<file path="src/rtl/icu_io.sv">
// icu_io: addressable I/O responder supplying the ICU data operand and capturing its result into output latches
module icu_io #(
   parameter int         SYNC_STAGES = 2,
   parameter logic [7:0] OUT_RESET   = 8'h00
) (
   input  logic       clk,
   input  logic       rst,
   input  logic [3:0] addr,
   input  logic       write,
   input  logic       result,
   output logic       data,
   input  logic [7:0] pin_in,
   output logic [7:0] pin_out,
   output logic       wr_err,
   output logic [7:0] wr_cnt
);
   logic [SYNC_STAGES-1:0][7:0] sync;
   logic [7:0] in_s;
   assign in_s = sync[SYNC_STAGES-1];
   // synchronizer chain: pin_in enters stage 0, last stage feeds the read mux
   always_ff @(posedge clk)
      if (rst) sync <= '0;
      else     sync <= {sync[SYNC_STAGES-2:0], pin_in};
   // unregistered read mux so the operand is available in the cycle addr is presented
   always_comb data = addr[3] ? pin_out[addr[2:0]] : in_s[addr[2:0]];
   // latch writes, accepted-write counter and sticky illegal-write flag; reset drops a colliding write
   always_ff @(posedge clk)
      if (rst) begin
         pin_out <= OUT_RESET;
         wr_cnt  <= '0;
         wr_err  <= 1'b0;
      end else if (write) begin
         if (addr[3]) begin
            pin_out[addr[2:0]] <= result;
            wr_cnt             <= wr_cnt + 8'd1;
         end else begin
            wr_err <= 1'b1;
         end
      end
endmodule

</file>
<file path="config.mk">
export PLATFORM = sky130hd
export DESIGN_NAME = icu_io
export DESIGN_NICKNAME = d
export VERILOG_FILES = /design/src/rtl/icu_io.sv
export SDC_FILE = /design/constraint.sdc
export NUM_CORES = 1
export LEC_CHECK = 0
export ABC_AREA = 0
export BUFFER_PORTS_ARGS = -buffer_cell sky130_fd_sc_hd__buf_2
export CORE_MARGIN = 10
export CORE_UTILIZATION = 51
export DETAILED_ROUTE_END_ITERATION = 7
export PLACE_DENSITY = 0.78
export REMOVE_ABC_BUFFERS = 1
export SLEW_MARGIN = 20
export SYNTH_ARGS = -nofsm -noshare
export SYNTH_HDL_FRONTEND = slang
export SYNTH_SLANG_ARGS = --single-unit
</file>
<file path="constraint.sdc">
create_clock -name clk -period 1.55 [get_ports clk]
set_clock_uncertainty 0.2 [all_clocks]
set_input_delay 0.0775 -clock clk [delete_from_list [all_inputs] [get_ports clk]]
set_output_delay 0.0775 -clock clk [all_outputs]
set_load 0.02 [all_outputs]
</file>
==> reports/summary.txt, run 1 <==
STATUS
-----------------------------------------------------------------------------------------------------
Run status                                                                               finished with violations
Failing checks                                                                           negative setup slack

FLOORPLANNING
-----------------------------------------------------------------------------------------------------
Initial standard-cell utilization of the core                                                   53.7%
Floorplan die height                                                                          71.1 um
Area of the die                                                                              5050 um2
Number of primary I/O pins                                                                         34
Number of cell rows                                                                                18
Core ar.                                                                                     2480 um2
Die boundary width                                                                            71.1 um

CRITICAL PATH
-----------------------------------------------------------------------------------------------------
Worst-path maximum fanout                                                                           3
Slowest library cell on the worst path                                                   sky130_fd_sc_hd__mux4_2
Delay-heaviest family, CP                                                                multiplexers
Critical-path cell list                                                                  mux2i_1 -> mux4_2 -> a22oi_2 -> buf_6
Arrival @ worst endpoint                                                                      1.56 ns
Worst setup path class                                                                   register to primary output
Critical path launch point type                                                              register
Type of element capturing the critical path                                              primary output
Max incr delay on CP                                                                          0.47 ns
Worst path buffer plus inverter count                                                               1
Register-to-register setup slack                                                              0.20 ns
Required time reported for the critical path endpoint                                         1.27 ns

LAYOUT
-----------------------------------------------------------------------------------------------------
Area added between synthesis and finish                                                         32.6%
Diodes inserted                                                                                     0
Final design area excluding fillers                                                          1770 um2
Final nets                                                                                        204
FF+latch area                                                                                 667 um2
Count of fill cells added during filler insertion                                                 198
Area occupied by multi-input gates                                                            626 um2
Ratio of cells with drive above 1 in the final layout                                           30.9%

PLACEMENT
-----------------------------------------------------------------------------------------------------
Placed Instance Area                                                                         1510 um2
Port buffer count                                                                                  33
Total half-perimeter wirelength after legalization and detailed placement                     2010 um
Minimum setup slack after placement                                                        0.00565 ns
Global placement routability congestion                                                         0.792

SYNTH
-----------------------------------------------------------------------------------------------------
Gate Count Post-Synth                                                                             139
Area fraction in compound gates after synthesis                                                 7.33%
Syn. warnings                                                                                       0
Number of enable flip-flop cells after synthesis                                                    0
Share of synthesized area spent on multiplexers                                                 8.46%
Cell types with the highest counts after synthesis                                       sky130_fd_sc_hd__dfxtp_1 (33), sky130_fd_sc_hd__nor2b_1 (18), sky130_fd_sc_hd__nor2_1 (16)
Largest family of logic cells by synthesized area                                        simple AND/OR/NAND/NOR gates
Post-Synth Simple-Gate Area                                                                     25.2%
Most used DFF post-synth                                                                 sky130_fd_sc_hd__dfxtp_1
Post-synthesis share of cell area spent on full adders, half adders and majority gates         0.940%
Synth unique cells                                                                                 29
Mean cell area of the mapped netlist                                                         9.58 um2
Proportion of synthesized chip area in sequential cells                                         49.6%
Main area contributors after synthesis                                                   sky130_fd_sc_hd__dfxtp_1 (50%), sky130_fd_sc_hd__nor2b_1 (8.5%), sky130_fd_sc_hd__mux2i_1 (6.8%)
Area fraction of the dominant cell type after synthesis                                         49.6%
Fraction of synthesis flops using an asynchronous set or reset pin                                 0%
Post-Synthesis Cell Area                                                                     1330 um2
Area leader, netlist                                                                     sky130_fd_sc_hd__dfxtp_1
Synthesized flop and latch total                                                                   33
XOR/XNOR Fraction of Synth Area                                                                 4.61%
Most numerous cell in the Yosys netlist                                                  sky130_fd_sc_hd__dfxtp_1

TIMING
-----------------------------------------------------------------------------------------------------
Portion of the clock cycle consumed by the worst path in the final layout                        119%
Fmax                                                                                          543 MHz
Max Transition Viols Final                                                                          0
Final Setup Violations                                                                              1
Fin crit period                                                                               1.84 ns
Final hold violations                                                                               0
Slew of the pin with the lowest slew margin                                                  0.546 ns
Unrepaired setup endpoints after global routing                                                  true
Worst slew slack as a fraction of its limit                                                     63.6%
Post-route setup slack                                                                      -0.290 ns

DETAILED ROUTING
-----------------------------------------------------------------------------------------------------
ANT nets after route                                                                                0
Vias                                                                                            1,129
Average wire per cell in the routed design                                                    13.5 um
Final wirelength                                                                              2950 um
1st-pass router iterations                                                                          4
Met3 WL post-DR                                                                                253 um
Metal1 wirelength                                                                             1180 um
DRC violation count after routing                                                                   0
Vias per Instance                                                                                5.18
Met2 WL post-DR                                                                               1400 um
Uppermost routed layer                                                                           met4
Iteration-0 DRC Markers                                                                            77

CLOCKING
-----------------------------------------------------------------------------------------------------
Clock net sink count                                                                               33
H-Tree Depth                                                                                        2
Clock transition at the registers of the reported paths                                       0.11 ns
CTS tree                                                                                        built
Maximum buffer depth of the clock tree                                                              2
Clk root buf                                                                             sky130_fd_sc_hd__clkbuf_4
Clock latency on the worst-skew pair                                                          0.34 ns
Number of clock buffers inserted by TritonCTS                                                       5

POWER
-----------------------------------------------------------------------------------------------------
Leakage power                                                                             0.000761 uW
Switching Fraction                                                                              21.2%
Switching Power                                                                                391 uW
Clock power share                                                                               42.8%
Worst supply voltage drop on vdd                                                              1.06 mV
PD cells                                                                                  1050 nW/um2
Internal power                                                                                1460 uW
Proportion of power drawn by flip-flops and latches                                             47.9%
Combinational share of power                                                                     9.4%

WORST HOLD PATH
-----------------------------------------------------------------------------------------------------
Class of the tightest hold or removal check                                              input pin to register

GLOBAL ROUTE
-----------------------------------------------------------------------------------------------------
Number of global-route vias before repair                                                       1,160
First-pass GRT wire length                                                                    4970 um
Overall routing resource usage                                                                  12.0%
Pin count of the biggest net entering global routing                                               34
Number of antenna violations at the first check in global routing                                   0
Congestion Overflow GR                                                                              0

FLOW RUN
-----------------------------------------------------------------------------------------------------
# Max-Cap Violations                                                                                0

-- cell usage in the layout, fill, tap and decap left out --
cell                             n
sky130_fd_sc_hd__ha_1            1
sky130_fd_sc_hd__dfxtp_1        28
sky130_fd_sc_hd__and3_1          2
sky130_fd_sc_hd__nor2b_1        18
sky130_fd_sc_hd__nand2b_1        4
sky130_fd_sc_hd__nand2_1         9
sky130_fd_sc_hd__buf_4           5
sky130_fd_sc_hd__o21ai_1         1
sky130_fd_sc_hd__mux2i_1         9
sky130_fd_sc_hd__nor2_1         16
sky130_fd_sc_hd__and2_2          1
sky130_fd_sc_hd__nor3_1          2
sky130_fd_sc_hd__buf_6           1
sky130_fd_sc_hd__nand3_1         1
sky130_fd_sc_hd__a21oi_1         7
sky130_fd_sc_hd__a22o_1          2
sky130_fd_sc_hd__o21ai_0         4
sky130_fd_sc_hd__a22oi_2         1
sky130_fd_sc_hd__dfxtp_2         5
sky130_fd_sc_hd__o211ai_1        1
sky130_fd_sc_hd__inv_1           1
sky130_fd_sc_hd__nand3_2         1
sky130_fd_sc_hd__clkbuf_4        5
sky130_fd_sc_hd__nor4_2          1
sky130_fd_sc_hd__clkinv_2        1
sky130_fd_sc_hd__buf_2          32
sky130_fd_sc_hd__nor3_2          2
sky130_fd_sc_hd__bufinv_16       2
sky130_fd_sc_hd__nand3b_1        1
sky130_fd_sc_hd__mux4_2          1
sky130_fd_sc_hd__xor2_1          6
sky130_fd_sc_hd__dlygate4sd3_1  12
sky130_fd_sc_hd__nand4_1         4
sky130_fd_sc_hd__xnor2_1         1
-- layout make-up --
class                      count  share of cell area, %
clock buffer                   5                   2.13
inverter                       1                  0.213
tap                           30                   2.13
timing repair buffer          50                   18.6
clock inverter                 3                   3.69
multi-input combinational     96                   35.4
sequential                    33                   37.8
-- worst register-to-register path, cell delays in order, from the launching register on --
cell                            delay (ns)
sky130_fd_sc_hd__dfxtp_1              0.33
sky130_fd_sc_hd__a21oi_1              0.10
sky130_fd_sc_hd__dlygate4sd3_1        0.56
sky130_fd_sc_hd__nor2_1               0.04
-- path summary, 6_finish.rpt --
kind	cells past startpoint	start	endpoint
setup / recovery	4	pin_out[4]$_SDFFE_PP0P_	data
hold / removal	2	rst	in_s[0]$_SDFF_PP0_
setup reg to reg	3	wr_err$_SDFFE_PP0P_	wr_err$_SDFFE_PP0P_
hold reg to reg	1	sync[3]$_SDFF_PP0_	in_s[3]$_SDFF_PP0_
-- through the flow --
stage	hold WS [ns]	instances	total power [uW]	TNS (ns)	utilization (%)
final	0.0103	218	1850	-0.290	71.3
after global routing	0.0445	218	1920	-0.374	71.3
after CTS	0.00327	218	1850	-0.332	71.0
after detailed placement	0.0919	196	1050	0	60.9
after global placement	0.0853	196	1040	0	60.9
after floorplan	-0.0534	130	971	-0.0197	-
-- state kept, by name, indices dropped and copies added, names as in the netlist --
| signal | flops |
|---|---|
| wr_cnt | 8 |
| sync | 8 |
| pin_out | 8 |
| wr_err | 1 |
| in_s | 8 |
-- cell families (layout without fill, tap and decap cells) --
kind of cell,after synthesis,count (layout)
AOI/OAI and AO/OA,16,16
buffers and inverters,10,59
xor gates and xnor gates,7,7
DFF,33,33
adders and majority gates,1,1
and+or+nand+nor,62,62
muxes,10,10
-- timing repair --
| action | in CTS | in global routing |
|---|---|---|
| endpoints found under the hold margin | 17 | 0 |
| hold buffers | 12 | 0 |
| gates cloned | 0 | 0 |
| gates resized for setup | 7 | 2 |
| pin swaps | 1 | 1 |
| buffers inserted | 2 | 0 |
| endpoints found under the setup margin | 1 | 3 |
-- power groups by stage --
stage | combinational (uW) | clock, uW | sequential [uW]
floorplan | 58.9 | 0 | 912
global placement | 137 | 0 | 903
detailed placement | 141 | 0 | 904
CTS | 170 | 799 | 885
global route | 190 | 839 | 888
finish | 173 | 791 | 885
-- metal layers --
metal / vias to the layer above / track usage (%)
li1: 559 / -
met1: 508 / 11.6
met2: 49 / 19.9
met3: 13 / 5.58
met4: 0 / 8.39
met5: - / 0
No activity file was read; power rests on OpenSTA's default activity.
==> run 2, diff against run 1 <==
clock period = 1.75 ns   (was 1.55 ns; I/O delays follow)
==> run 2 against run 1 <==
Critical path depth unchanged; the run still ends with negative setup slack left; non-clock buffer count down 5; clock-buffer cell count unchanged; largest power group unchanged; core utilization down 3.3 points; largest cell class unchanged.
==> reports/summary.txt, run 2 (synthesis gave the netlist of run 1 again) <==
FLOORPLANNING
----------------------------------------------------------------------------------------
Die boundary width                                                               71.1 um   unchanged
Number of cell rows                                                                   18   unchanged
Core ar.                                                                        2480 um2   unchanged
Floorplan die height                                                             71.1 um   unchanged
Area of the die                                                                 5050 um2   unchanged
Initial standard-cell utilization of the core                                      53.7%   unchanged
Number of primary I/O pins                                                            34   unchanged

TIMING
----------------------------------------------------------------------------------------
Fmax                                                                             530 MHz
Fin crit period                                                                  1.89 ns
Worst slew slack as a fraction of its limit                                        62.1%   -1.5 points
Final hold violations                                                                  0   unchanged
Final Setup Violations                                                                 1   unchanged
Hold_ws                                                                        0.0150 ns   +0.00466 ns
Portion of the clock cycle consumed by the worst path in the final layout           108%
Unrepaired setup endpoints after global routing                                     true
Slew of the pin with the lowest slew margin                                     0.569 ns   +0.0228 ns
Max Transition Viols Final                                                             0   unchanged
Post-route setup slack                                                         -0.138 ns   +0.152 ns

POWER
----------------------------------------------------------------------------------------
PD cells                                                                      795 nW/um2   -24%
Worst supply voltage drop on vdd                                                0.611 mV   -42%
Leakage power                                                                0.000705 uW   -7.4%

STATUS
----------------------------------------------------------------------------------------
Failing checks                                                              negative setup slack
Run status                                                                  finished with violations

LAYOUT
----------------------------------------------------------------------------------------
Final design area excluding fillers                                             1680 um2   -4.7%
Commonest cells after routing, fill and taps aside                          sky130_fd_sc_hd__buf_2 (32), sky130_fd_sc_hd__dfxtp_1 (30), sky130_fd_sc_hd__nor2b_1 (18), sky130_fd_sc_hd__nor2_1 (16), sky130_fd_sc_hd__dlygate4sd3_1 (12)
Final core occ                                                                     67.9%   -3.3 points
Area added between synthesis and finish                                            26.4%
Ratio of cells with drive above 1 in the final layout                              27.3%   -3.5 points
FF+latch area                                                                    664 um2   -0.38%
Most common cell after layout, fill and taps aside                          sky130_fd_sc_hd__buf_2
Post-route insts no fill                                                             213   -2.3%
Final nets                                                                           199   -2.5%
Count of fill cells added during filler insertion                                    209   +5.6%
Area occupied by multi-input gates                                               631 um2   +0.80%
Diodes inserted                                                                        0   unchanged

PLACEMENT
----------------------------------------------------------------------------------------
Cells after DPL                                                                      193   -1.5%
Placed Instance Area                                                            1490 um2   -1.5%
Port buffer count                                                                     33   unchanged
Global placement routability congestion                                            0.757   -4.4%
Total half-perimeter wirelength after legalization and detailed placement        1920 um   -4.3%

CRITICAL PATH
----------------------------------------------------------------------------------------
Type of element capturing the critical path                                 primary output
Register-to-register setup slack                                                 0.38 ns   +0.18 ns
Worst-path maximum fanout                                                              3   unchanged
Required time reported for the critical path endpoint                            1.46 ns   +0.19 ns
Critical path launch point type                                                 register
Worst setup path class                                                      register to primary output
Arrival @ worst endpoint                                                         1.60 ns   +0.04 ns

CLOCKING
----------------------------------------------------------------------------------------
Clk root buf                                                                sky130_fd_sc_hd__clkbuf_4
Clock net sink count                                                                  33   unchanged
Clock latency on the worst-skew pair                                             0.33 ns   about the same
Maximum buffer depth of the clock tree                                                 2   unchanged
CTS tree                                                                           built
Clock transition at the registers of the reported paths                          0.11 ns   about the same
H-Tree Depth                                                                           2   unchanged
Number of clock buffers inserted by TritonCTS                                          5   unchanged

DETAILED ROUTING
----------------------------------------------------------------------------------------
ANT nets after route                                                                   0   unchanged
Vias per Instance                                                                   5.13   -0.92%
1st-pass router iterations                                                             4   unchanged
DRC violation count after routing                                                      0   unchanged
Average wire per cell in the routed design                                       13.1 um   -3.5%
Final wirelength                                                                 2780 um   -5.7%
Vias                                                                               1,093   -3.2%
Iteration-0 DRC Markers                                                               69   -10%

WORST HOLD PATH
----------------------------------------------------------------------------------------
Class of the tightest hold or removal check                                 input pin to register

GLOBAL ROUTE
----------------------------------------------------------------------------------------
Congestion Overflow GR                                                                 0   unchanged
Number of antenna violations at the first check in global routing                      0   unchanged
First-pass GRT wire length                                                       4660 um   -6.1%
Pin count of the biggest net entering global routing                                  34   unchanged
Overall routing resource usage                                                     11.4%   -0.66 points
Number of global-route vias before repair                                          1,068   -7.9%

FLOW RUN
----------------------------------------------------------------------------------------
# Max-Cap Violations                                                                   0   unchanged

-- run 2: cell count changes in the layout (fill, tap and decap cells not counted), moves of 2 or more --
cell / before / now
sky130_fd_sc_hd__buf_4: 5 / 0
sky130_fd_sc_hd__bufinv_16: 2 / 0
sky130_fd_sc_hd__dfxtp_1: 28 / 30
sky130_fd_sc_hd__dfxtp_2: 5 / 3
-- run 2: final cells by class --
cell class | instances | area share, %
clock buffer | 5 | 2.23
tap | 30 | 2.23
sequential | 33 | 39.5
clock inverter | 3 | 1.04
inverter | 1 | 0.223
multi-input combinational | 96 | 37.5
timing repair buffer | 45 | 17.3
-- run 2: repair_timing --
| action | in CTS | in global routing |
|---|---|---|
| gates cloned | 0 | 0 |
| pin swaps | 0 | 1 |
| buffers inserted | 0 | 0 |
| hold endpoints to repair | 18 | 0 |
| resized for setup | 4 | 3 |
| hold buffers | 12 | 0 |
| endpoints found under the setup margin | 1 | 2 |
-- run 2: path summary, 6_finish.rpt --
check	from	to	depth (start not counted)
setup / recovery	pin_out[7]$_SDFFE_PP0P_	data	4
hold / removal	addr[3]	pin_out[7]$_SDFFE_PP0P_	5
setup reg to reg	wr_err$_SDFFE_PP0P_	wr_err$_SDFFE_PP0P_	3
hold reg to reg	sync[2]$_SDFF_PP0_	in_s[2]$_SDFF_PP0_	1
-- run 2: power breakdown --
group	switching, uW	internal [uW]
clock network	258	151
registers	9.80	775
logic	75.8	68.2
total	344	994
-- run 2: routing by layer --
metal,part of all wire (%),GRT usage (%),up-vias
li1,-,-,548
met1,42,11.6,503
met2,48,18.4,37
met3,8.3,6.14,5
met4,1.3,5.81,0
met5,0,0,-
-- run 2: per-stage QoR --
stage	power, uW	setup WS [ns]	setup TNS [ns]
final	1340	-0.138	-0.138
after global routing	1410	-0.208	-0.208
after CTS	1350	-0.136	-0.136
after detailed placement	921	0.164	0
after global placement	916	0.197	0
after floorplan	860	0.170	0
-- run 2: critical path, stage by stage, from the launching register on --
cell and delay, ns:
sky130_fd_sc_hd__dfxtp_2 0.36, sky130_fd_sc_hd__mux2i_2 0.07, sky130_fd_sc_hd__mux4_2 0.48, sky130_fd_sc_hd__a22oi_2 0.21
sky130_fd_sc_hd__buf_6 0.14
